`src/rtl/hdd_image_server.sv`:
```
// hdd_image_server: serves 512-byte blocks between a sector buffer and a backing image memory.
// Optional write protection via `HDD_SERVER_WP_EN (uses img_readonly when defined).
module hdd_image_server #(
  parameter int ACK_DELAY = 16,
  parameter int BLOCK_BYTES = 512
) (
  input  logic        clk_sys,
  input  logic        reset,
  input  logic        rd_req,
  input  logic        wr_req,
  input  logic [31:0] lba,
  input  logic [15:0] img_blocks,
  input  logic        img_readonly,
  output logic        ack,
  output logic [8:0]  buff_addr,
  output logic [7:0]  buff_dout,
  output logic        buff_wr,
  input  logic [7:0]  buff_din,
  output logic [24:0] img_addr,
  output logic        img_rd,
  output logic        img_wr,
  input  logic [7:0]  img_din,
  output logic [7:0]  img_dout,
  input  logic        img_ready,
  output logic        err
);
  typedef enum logic [2:0] {IDLE, DELAY, XFER_ADDR, XFER_WAIT, XFER_PUT, DONE} state_t;
  state_t state, state_nx;
  logic [15:0] lba_q;
  logic [8:0] idx;
  logic [7:0] cnt, data_q;
  logic is_wr, skip, oor, wp, unused;
  assign oor = lba[15:0] >= img_blocks;
`ifdef HDD_SERVER_WP_EN
  assign wp = wr_req && !rd_req && img_readonly;
`else
  assign wp = 1'b0;
`endif
  assign unused = ^{lba[31:16], img_readonly};
  always_ff @(posedge clk_sys) begin
    if (reset) state <= IDLE;
    else state <= state_nx;
  end
  always_comb begin
    state_nx = state;
    case (state)
      IDLE:      state_nx = (rd_req || wr_req) ? DELAY : IDLE;
      DELAY:     state_nx = (cnt == 8'(ACK_DELAY - 1)) ? XFER_ADDR : DELAY;
      XFER_ADDR: state_nx = (skip || (!is_wr && img_ready)) ? XFER_PUT : XFER_WAIT;
      XFER_WAIT: state_nx = (cnt != 8'd0 && img_ready) ? XFER_PUT : XFER_WAIT;
      XFER_PUT:  state_nx = (idx == 9'(BLOCK_BYTES - 1)) ? DONE : XFER_ADDR;
      default:   state_nx = IDLE;
    endcase
  end
  // In XFER_WAIT, cnt sequences writes: 0 = capture buff_din, 1 = img_wr strobe, 2 = await ready.
  always_ff @(posedge clk_sys) begin
    if (reset) begin
      lba_q <= '0;
      idx <= '0;
      cnt <= '0;
      data_q <= '0;
      is_wr <= 1'b0;
      skip <= 1'b0;
      err <= 1'b0;
    end else begin
      case (state)
        IDLE: if (rd_req || wr_req) begin
          lba_q <= lba[15:0];
          is_wr <= !rd_req;
          skip <= oor || wp;
          err <= err || oor || wp;
          cnt <= '0;
        end
        DELAY: cnt <= cnt + 8'd1;
        XFER_ADDR: begin
          cnt <= {7'd0, !is_wr};
          data_q <= skip ? 8'd0 : (!is_wr && img_ready) ? img_din : data_q;
        end
        XFER_WAIT: begin
          cnt <= (cnt < 8'd2) ? cnt + 8'd1 : cnt;
          data_q <= (cnt == 8'd0) ? buff_din : (!is_wr && img_ready) ? img_din : data_q;
        end
        XFER_PUT: idx <= idx + 9'd1;
        default: ;
      endcase
    end
  end
  always_comb begin
    ack = state == XFER_ADDR || state == XFER_WAIT || state == XFER_PUT;
    img_rd = state == XFER_ADDR && !is_wr && !skip;
    img_wr = state == XFER_WAIT && is_wr && cnt == 8'd1;
    buff_wr = state == XFER_PUT && !is_wr;
    buff_addr = idx;
    buff_dout = data_q;
    img_dout = data_q;
    img_addr = {lba_q, idx};
  end
endmodule

```
`config.mk`:
```
export PLATFORM = sky130hd
export DESIGN_NAME = hdd_image_server
export DESIGN_NICKNAME = d
export VERILOG_FILES = /design/src/rtl/hdd_image_server.sv
export SDC_FILE = /design/constraint.sdc
export NUM_CORES = 1
export LEC_CHECK = 0
export ABC_AREA = 1
export CORE_UTILIZATION = 47
export DETAILED_ROUTE_END_ITERATION = 7
export PLACE_DENSITY = 0.94
export SLEW_MARGIN = 20
export SYNTH_ARGS = -nofsm -noshare
export SYNTH_HDL_FRONTEND = slang
export SYNTH_SLANG_ARGS = --single-unit
```
`constraint.sdc`:
```
create_clock -name clk_sys -period 3.6 [get_ports clk_sys]
set_input_delay 0.72 -clock clk_sys [delete_from_list [all_inputs] [get_ports clk_sys]]
set_output_delay 0.72 -clock clk_sys [all_outputs]
set_load 0.005 [all_outputs]
```
==> impl_metrics.csv <==
group,metric,value,unit
grt,grt_first_pass_wirelength,12300,um
power,total_leakage_power,1.76,nW
synth,ys_seq_elements,47,
grt,overflow,0,
floorplanning,die_area,6820,um^2
route,drc,0,
timing,worstMarginPinSlew,0.525,ns
synth,yosys.cell_types.count,40,
power,power_density,274,nW/um^2
grt,grt_max_degree,36,
setup_path,path_class,"reg2out",
timing,rsz0062_at_grt,"no",
floorplanning,fp.dieH,82.6,um
route,postRouteAntennaNets,0,
timing,setup_viol,0,
grt,grt_pass1_vias,2870,
timing,finalClockSkew,0.00458,ns
synth,synthAdderAreaFrac,0.0860,
setup_path,cp_data_required_time,2.88,ns
route,routed_wl,7510,um
synth,yosys.area_share.simple,0.290,
grt,track_usage,0.231,
cells_and_area,final_cell_mix,"110 x nand2_1, 107 x clkdlybuf4s50_1, 52 x inv_1",
cts,post_cts_buffers,0,
min_path,hold_depth,2,
synth,syn_avg_cell_area,6.99,um^2
timing,period_needed,2.70,ns
setup_path,critical_path_arrival,1.98,ns
grt,antenna_found_initial,0,
place,io_buffers,107,
cells_and_area,drive_gt1_frac,0.0895,
cells_and_area,final_common_cell,"nand2_1",
cts,cts.sinks,47,
cells_and_area,n_antenna_cell,0,
synth,synthMuxAreaShare,0,
route,vias,3067,
cts,clk_latency,0.30,ns
timing,layout_setup_ws,0.901,ns
timing,final_hold_viol_count,0,
cts,cts_buffers,5,
timing,drv_slew,0,
synth,synth_seq_area_share,0.308,
cells_and_area,postLayoutCoreUtil,0.651,
floorplanning,core_area,6310,um^2
place,place_ws,1.15,ns
timing,period_share,0.750,
place,placed_cells,594,
cells_and_area,syn_to_final_growth,34.7,%
route,dr.pass1.iters,4,
synth,syn_nets,528,
setup_path,endpoint_kind,"output port",
synth,synth_warnings,0,
route,drt_iter0_markers,197,
min_path,hold_class,"reg2reg",
setup_path,rr_worst_depth,5,
power,vdd_drop_max,0.235,mV
cts,postCtsHoldBufs,0,
cells_and_area,fin_nets,615,
synth,synth_compound_area_frac,0.159,
cells_and_area,fin_cells,602,
floorplanning,rows,29,
timing,tns,0,ns
timing,fmax,370,MHz
cts,cts-root-buf,"clkbuf_8",
synth,synth_top_family_by_area,"simple AND/OR/NAND/NOR gates",
route,routed_via_density,5.09,
cts,cts_tree,"built",
route,avgRoutedWirePerCell,12.5,um
synth,synthesis.instances,437,
floorplanning,die-width,82.6,um
floorplanning,initial_core_util,0.484,
setup_path,cp_max_fo,15,
floorplanning,ios,125,
setup_path,crit_path_start_kind,"flip-flop",
cts,cts_max_path_buffers,2,
synth,synth_xor_area_frac,0.0115,
cts,clkTransAtPathRegs,0.09,ns
cells_and_area,fillers,541,
run,maxCapViolations,0,
place,hpwl,5700,um
cts,cts_resized,0,
synth,syn_area,3050,um^2
timing,slew_headroom,0.649,
outcome,status,"finished, final reports clean",
place,place_congestion,0.841,
cts,htree_num_levels,2,
-- cell families after synthesis --
group	after synthesis
adder cells (fa/ha/maj)	21
AND/OR/NAND/NOR	191
AO/OA/AOI/OAI	83
flip-flops	47
buffers and inverters	91
XOR/XNOR	4
-- power by group --
group	switching, mW	internal [mW]	total [mW]
logic	0.125	0.128	0.252
registers	0.0168	0.539	0.556
clock network	0.182	0.136	0.318
total	0.323	0.803	1.13
-- cell usage after synthesis, drive strengths merged --
library cell | count | area, um^2
buf | 24 | 186
inv | 62 | 238
nand3 | 13 | 75.1
a31oi | 3 | 18.8
or2 | 2 | 12.5
a21oi | 44 | 239
xor2 | 4 | 35.0
dfxtp | 47 | 941
nand2 | 115 | 478
o211ai | 2 | 20.0
nor3 | 13 | 70.1
o21a | 4 | 30.0
nand4 | 4 | 25.0
clkinv | 1 | 3.75
a211oi | 1 | 12.5
clkbuf | 4 | 15.0
o21ai | 28 | 159
nor3b | 3 | 32.5
ha | 21 | 263
nand3b | 2 | 15.0
o22ai | 1 | 6.26
and2 | 1 | 7.51
nor2 | 38 | 171
-- critical path, cell delays in order (launching register included) --
cell and delay (ns):
dfxtp_1 0.38, inv_2 0.11, nand2_4 0.11, nor2_8 0.21, inv_4 0.10, nand2_8 0.15
inv_2 0.06, nand2_1 0.05, clkdlybuf4s50_1 0.50
-- metrics by stage --
step	total power [mW]	instance area (um^2)	hold slack, ns
after floorplan	0.702	3050	0.447
after global routing	1.18	4110	0.497
after global placement	0.809	4030	0.436
after detailed placement	0.819	4030	0.457
after CTS	1.13	4110	0.471
final	1.13	4110	0.467
-- per-layer routing --
metal,wire (um),track usage
met2,3680,0.424
met3,612,0.0681
met1,3120,0.253
met5,0,0
met4,97,0.0759
-- registers in the layout, summed over array words and instances (netlist names) --
name and count:
state 3, buff_dout 8, err 1, is_wr 1, cnt 8, lba_q 16, skip 1, buff_addr 9
-- path summary, 6_finish.rpt --
| path | start | to | slack [ns] |
|---|---|---|---|
| max | state[2]$_SDFF_PP0_ | ack | 0.90 |
| min | lba_q[2]$_SDFFE_PP0P_ | lba_q[2]$_SDFFE_PP0P_ | 0.47 |
| max reg2reg | state[0]$_SDFF_PP0_ | skip$_SDFFE_PP0P_ | 1.90 |
| min reg2reg | lba_q[2]$_SDFFE_PP0P_ | lba_q[2]$_SDFFE_PP0P_ | 0.47 |
-- area by class of cell --
class	count	area [um^2]	share of cell area
repair buffers	108	1080	0.262
inverters	63	241	0.0587
multi-input cells	299	1670	0.406
clock buffers	6	72.6	0.0176
well taps	77	96.3	0.0234
flip-flops and latches	47	941	0.229
clock inverters	2	12.5	0.00304
(Power assumes the default switching activity.)
